===== src/rtl/softmax_pkg.sv =====
// softmax_pkg: shared state enum, default sizes and saturation helper for softmax_pack
package softmax_pkg;
  typedef enum logic {COLLECT, DRAIN} state_e;
  localparam int DEF_DW = 32;
  localparam int DEF_N = 32;
  localparam int DEF_OUT_BITS = 8;
  localparam int DEF_LANES = 4;
  localparam int WORD_W = DEF_LANES * DEF_OUT_BITS;
  localparam int IDX_W = $clog2(DEF_N);
  // Clamp a signed value into [0, 2^ob-1]; callers cast the result down to ob bits.
  function automatic logic [63:0] sat_u(input logic signed [63:0] v, input int ob);
    logic signed [63:0] mx;
    mx = (64'sd1 <<< ob) - 64'sd1;
    return (v < 0) ? 64'd0 : (v > mx) ? mx : v;
  endfunction
endpackage


===== src/rtl/softmax_pack_buf.sv =====
// pack_buf: 2-entry FIFO whose head entry is always a register (slot 0)
module pack_buf import softmax_pkg::*; #(
  parameter int WW = WORD_W,
  parameter int AW = IDX_W
) (
  input  logic          clk,
  input  logic          rst,
  input  logic          push_i,
  input  logic          pop_i,
  input  logic [WW-1:0] data_i,
  input  logic          last_i,
  input  logic [AW-1:0] arg_i,
  output logic          full_o,
  output logic          empty_o,
  output logic [WW-1:0] data_o,
  output logic          last_o,
  output logic [AW-1:0] arg_o
);
  localparam int EW = WW + 1 + AW;
  logic [EW-1:0] s0_q, s0_d, s1_q, s1_d, din;
  logic [1:0]    cnt_q, cnt_d;
  assign din = {data_i, last_i, arg_i};
  assign {data_o, last_o, arg_o} = s0_q;
  assign full_o = cnt_q == 2'd2;
  assign empty_o = cnt_q == 2'd0;
  // Slot 0 is the head; a pop shifts slot 1 forward, a push fills the first free slot.
  always_comb begin
    cnt_d = cnt_q + 2'(push_i) - 2'(pop_i);
    s0_d = (pop_i && full_o) ? s1_q :
           (push_i && (empty_o || (pop_i && cnt_q == 2'd1))) ? din : s0_q;
    s1_d = (push_i && ((cnt_q == 2'd1 && !pop_i) || (full_o && pop_i))) ? din : s1_q;
  end
  // Storage and occupancy registers.
  always_ff @(posedge clk or negedge rst) begin
    if (!rst) begin
      cnt_q <= '0;
      s0_q  <= '0;
      s1_q  <= '0;
    end else begin
      cnt_q <= cnt_d;
      s0_q  <= s0_d;
      s1_q  <= s1_d;
    end
  end
endmodule


===== src/rtl/softmax_pack.sv =====
// softmax_pack: saturate softmax outputs, pack LANES per word, report row argmax
module softmax_pack import softmax_pkg::*; #(
  parameter int DW = DEF_DW,
  parameter int N = DEF_N,
  parameter int OUT_BITS = DEF_OUT_BITS,
  parameter int LANES = DEF_LANES
) (
  input  logic                      clk,
  input  logic                      rst,
  input  logic                      in_valid,
  input  logic signed [DW-1:0]      y_in,
  output logic                      out_valid,
  input  logic                      out_ready,
  output logic [LANES*OUT_BITS-1:0] out_data,
  output logic                      out_last,
  output logic [$clog2(N)-1:0]      argmax,
  output logic                      overflow_err
);
  localparam int WW = LANES * OUT_BITS;
  localparam int IW = $clog2(N);
  localparam int LW = LANES > 1 ? $clog2(LANES) : 1;
  state_e              state_q, state_d;
  logic [IW-1:0]       elem_q, elem_d, max_i_q, max_i_d, cur_i;
  logic [LW-1:0]       lane_q, lane_d;
  logic [WW-1:0]       lanes_q, lanes_d, word;
  logic [OUT_BITS-1:0] max_v_q, max_v_d, sat_v;
  logic                err_q, err_d;
  logic                row_end, push_due, full, empty, accept, push, pop, gt, head_last;
  logic signed [63:0]  y_ext;
  assign y_ext = 64'(y_in);
  assign sat_v = OUT_BITS'(sat_u(y_ext, OUT_BITS));
  assign row_end = elem_q == IW'(N - 1);
  assign push_due = lane_q == LW'(LANES - 1) || row_end;
  assign accept = state_q == COLLECT && in_valid && !(push_due && full);
  assign push = accept && push_due;
  assign pop = !empty && out_ready;
  assign gt = sat_v > max_v_q;
  assign cur_i = gt ? elem_q : max_i_q;
  assign word = lanes_q | (WW'(sat_v) << (OUT_BITS * int'(lane_q)));
  assign out_valid = !empty;
  assign out_last = head_last;
  assign overflow_err = err_q;
  pack_buf #(.WW(WW), .AW(IW)) u_buf (
    .clk     (clk),
    .rst     (rst),
    .push_i  (push),
    .pop_i   (pop),
    .data_i  (word),
    .last_i  (row_end),
    .arg_i   (cur_i),
    .full_o  (full),
    .empty_o (empty),
    .data_o  (out_data),
    .last_o  (head_last),
    .arg_o   (argmax)
  );
  // Accepted elements fill lanes and track the max; a word push clears the lanes, a row-end push restarts the row.
  always_comb begin
    err_d   = err_q | (in_valid && !accept);
    lanes_d = accept ? (push ? '0 : word) : lanes_q;
    lane_d  = accept ? (push ? '0 : lane_q + 1'b1) : lane_q;
    elem_d  = accept ? (push && row_end ? '0 : elem_q + 1'b1) : elem_q;
    max_v_d = accept ? (push && row_end ? '0 : (gt ? sat_v : max_v_q)) : max_v_q;
    max_i_d = accept ? (push && row_end ? '0 : cur_i) : max_i_q;
    state_d = (state_q == COLLECT && push && row_end) ? DRAIN :
              (state_q == DRAIN && pop && head_last) ? COLLECT : state_q;
  end
  // State, counters, lane register, running max and sticky error.
  always_ff @(posedge clk or negedge rst) begin
    if (!rst) begin
      state_q <= COLLECT;
      elem_q  <= '0;
      lane_q  <= '0;
      lanes_q <= '0;
      max_v_q <= '0;
      max_i_q <= '0;
      err_q   <= 1'b0;
    end else begin
      state_q <= state_d;
      elem_q  <= elem_d;
      lane_q  <= lane_d;
      lanes_q <= lanes_d;
      max_v_q <= max_v_d;
      max_i_q <= max_i_d;
      err_q   <= err_d;
    end
  end
endmodule


===== config.mk =====
export PLATFORM = sky130hd
export DESIGN_NAME = softmax_pack
export DESIGN_NICKNAME = d
export VERILOG_FILES = /design/src/rtl/softmax_pkg.sv /design/src/rtl/softmax_pack_buf.sv /design/src/rtl/softmax_pack.sv
export SDC_FILE = /design/constraint.sdc
export NUM_CORES = 1
export LEC_CHECK = 0
export ABC_CLOCK_PERIOD_IN_PS = 4400
export CORE_ASPECT_RATIO = 1.75
export CORE_MARGIN = 1.5
export CORE_UTILIZATION = 56
export DETAILED_ROUTE_END_ITERATION = 7
export PLACE_DENSITY = 0.8
export SLEW_MARGIN = 40
export SYNTH_ARGS = -nofsm -noshare
export SYNTH_HDL_FRONTEND = slang
export SYNTH_HIERARCHICAL = 1
export SYNTH_SLANG_ARGS = --single-unit

===== constraint.sdc =====
create_clock -name clk -period 4.4 [get_ports clk]
set_input_delay 0.44 -clock clk [delete_from_list [all_inputs] [get_ports clk]]
set_output_delay 0.44 -clock clk [all_outputs]
set_load 0.02 [all_outputs]

==> metrics.txt <==
WS Path Type primary input to flop; Clock Sinks 132; Sw Share roughly a third; cts bufs inserted 17; WL/cell between 15 and 20 um; crit share post-route 85.95%; synthesized flop and latch total around 130; CORE AREA approximately 0.011 mm2; Comb power frac 41.7%; area grow syn2layout 25.29%; max cap viols 0; Max Transition Viols Final 0; initial antenna violation count 0; status completed; fmax 0.2644 GHz; Worst slew margin 48.96%; first-pass GRT wire length 24260 um; Pre-Repair DR Iteration Count 6; number of post-CTS setup repair buffers 0; CP max stage delay 0.42 ns; Clock transition at path regs 0.06 ns; Setup WS post-layout 0.6180 ns; gr ovfl total 0; Hold Vio Cnt, Final 0; syn avg cell area about 12 um2; Crit path top cell by count o21ai_0; cell count after synthesis about 530; Setup-failing EPs final 0; Area contributors post-synth dfrtp_1, mux2_2, mux2_4; Worst Setup Start Kind primary input; Die ar. 0.01208 mm2; Cell Count Post-Placement 733; hpwl dp 9615 um; Power per Cell Area about 760 mW/mm2; Flop pwr share 35.3%; layout cells sized above 1 between 20% and 30%; RSZ-0062 raised after global routing false; CP max FO 20; Die Ht 144.3 um; Die Span X 83.73 um; num ports 76; Min-Delay Path Class flop to flop; Netlist Area Pre-Place roughly 0.0064 mm2; area leader, netlist dfrtp_1; Vias roughly 4600; YS warnings 6; Root Buffer clkbuf_16; post-route ant nets 0; CP cell instances clkdlybuf4s50_1, nor4_2, nand4_1, or2_1, o21ai_0, inv_1, ha_1, nand4_1, nor2_1, o21ai_0, o211ai_1, o21a_4, buf_4, o21ai_0, mux2_2, mux2_2; pre-CTS setup slack 0.2376 ns; Post-synth ARST share 100.0%; LEAKAGE 0.003689 uW; family with the most delay on the worst path simple AND/OR/NAND/NOR gates; CTS resizes 0; Setup TNS 0 ns; routed wire length 14650 um; Req. time, crit path approximately 4.7 ns; n_diodes 0; CP max-delay cell clkdlybuf4s50_1; clock buffer depth 2; Finished Layout Cells 766; number of buffers added on ports 75; vias in the first global route 4871; Post-synth EDFFs 0; DRC 0; hold_buf cts 0; post-synth top area share 51.72%; Final Critical Period 3.782 ns; post-synthesis sequential area ratio roughly half; worst skew pair latency 0.41 ns; nets 670; # fillers 794; largest net degree at the start of global routing 83; Pint 4017 uW; Synth Net Count 579; Initial Utilization between 50% and 60%; Clk pwr share a little under a quarter; Synth cell types 48; CP Capture Type flop; Layout Skew about 0.0067 ns; Buf+Inv Stages, Crit Path 3; htree depth 4; CTS tree built; total track usage approximately a quarter; peak supply drop 0.4631 mV; gpl congestion 0.8748; Worst Path Arrival ~4.1 ns; Vias/cell 5.969; Primary FF master, synth dfrtp_1; Initial DRC Count 287; Psw a little over 2000 uW; Tightest Pin Transition 0.7597 ns; Std-Cell Rows about 50
[stage by stage]
step	total power (uW)	cell area, um2	hold slack [ns]	utilization (%)
3_5_place_dp	4635	7380	0.4453	66.46
2_1_floorplan	3811	6386	0.1444	-
6_report	6075	8001	0.4578	72.06
4_1_cts	6088	7964	0.09823	71.73
3_3_place_gp	4468	7321	0.4432	65.93
5_1_grt	6438	8001	0.4812	72.06
[power groups by stage]
stage               logic (uW)  registers [uW]  clock network, uW
finish                    2530            2140               1400
global placement          2370            2100                  0
CTS                       2540            2130               1420
global route              2750            2210               1470
floorplan                 1580            2230                  0
detailed placement        2500            2140                  0
[cell families after synthesis]
| family | share of synthesized area, % |
|---|---|
| buf+inv | 3.860 |
| compound gates | 12.01 |
| mux | 21.43 |
| xor+xnor | 0.4115 |
| flops | 51.72 |
| fa+ha+maj | 2.351 |
| simple gates | 8.210 |
[worst reg2reg max path, cell delays in order, from the launching register on]
cell       delay (ns)
dfrtp_1          0.45
ha_1             0.26
and3_1           0.20
ha_1             0.21
o21ai_0          0.26
nand2_2          0.10
nor2_2           0.12
buf_4            0.35
nor2b_1          0.37
o2bb2ai_4        0.28
buf_16           0.21
mux2_2           0.36
[layout by cell type (no fill, tap or decap), drive strengths merged, types with 4 or more instances in the layout]
cell | Yosys | final
dfrtp | 132 | 132
mux2 | 114 | 114
clkdlybuf4s50 | 0 | 74
nor2 | 49 | 49
a21oi | 33 | 33
nand2 | 25 | 25
inv | 24 | 24
buf | 14 | 24
clkbuf | 13 | 22
o21bai | 21 | 21
o21ai | 20 | 20
ha | 12 | 12
a21o | 11 | 11
a22o | 7 | 7
o311ai | 6 | 6
nor2b | 5 | 5
nor4 | 5 | 5
clkinv | 0 | 5
nor3 | 4 | 4
nand4b | 4 | 4
[Yosys cell counts (all sizes together), types with 2 or more instances]
cell,instances
a21bo,2
dfrtp,132
nand4b,4
nor3,4
o311ai,6
xnor2,2
nand3,3
buf,14
o21ai,20
nor4,5
nand2b,2
a21o,11
clkbuf,13
inv,24
nor2,49
nand2,25
ha,12
a32o,2
o21bai,21
mux2,114
a31oi,3
nor2b,5
a22o,7
nand4,3
a21oi,33
[path summary, 6_finish.rpt]
path                         startpoint             end  slack, ns  depth (start not counted)
setup / recovery               y_in[12]   u_buf/s0_q[0]       0.62                         16
hold / removal             overflow_err    overflow_err       0.46                          1
setup reg to reg              elem_q[0]  u_buf/s0_q[18]       1.11                         11
hold reg to reg            overflow_err    overflow_err       0.46                          1
max in group asynchronous           rst   u_buf/s0_q[3]       3.02                          4
min in group asynchronous           rst   u_buf/s1_q[2]       0.47                          2
[area by class of cell]
| type | count | area (um2) | share of cell area (%) |
|---|---|---|---|
| Clock buffer | 22 | 454.2 | 5.676 |
| Clock inverter | 9 | 130.1 | 1.626 |
| Inverter | 24 | 90.09 | 1.126 |
| Multi-Input combinational cell | 348 | 2851 | 35.64 |
| Sequential cell | 132 | 3303 | 41.28 |
| Tap cell | 132 | 165.2 | 2.064 |
| Timing Repair Buffer | 99 | 1007 | 12.59 |
[sequential cells by signal, summed over array words and instances (netlist names)]
signal and flops:
max_i_q 5, u_buf/s0_q 38, u_buf/s1_q 38, state_q 1, u_buf/cnt_q 2, max_v_q 8, lanes_q 32, overflow_err 1
elem_q 5, lane_q 2
[layer usage]
| metal | up-vias | share of wire, % | global-route usage (%) |
|---|---|---|---|
| li1 | 2064 | - | - |
| met1 | 2342 | 39 | 29.90 |
| met2 | 137 | 54 | 46.43 |
| met3 | 29 | 4.0 | 5.708 |
| met4 | 0 | 2.6 | 9.405 |
| met5 | - | 0 | 0 |
Note: power is estimated with default switching activity, not from simulation.
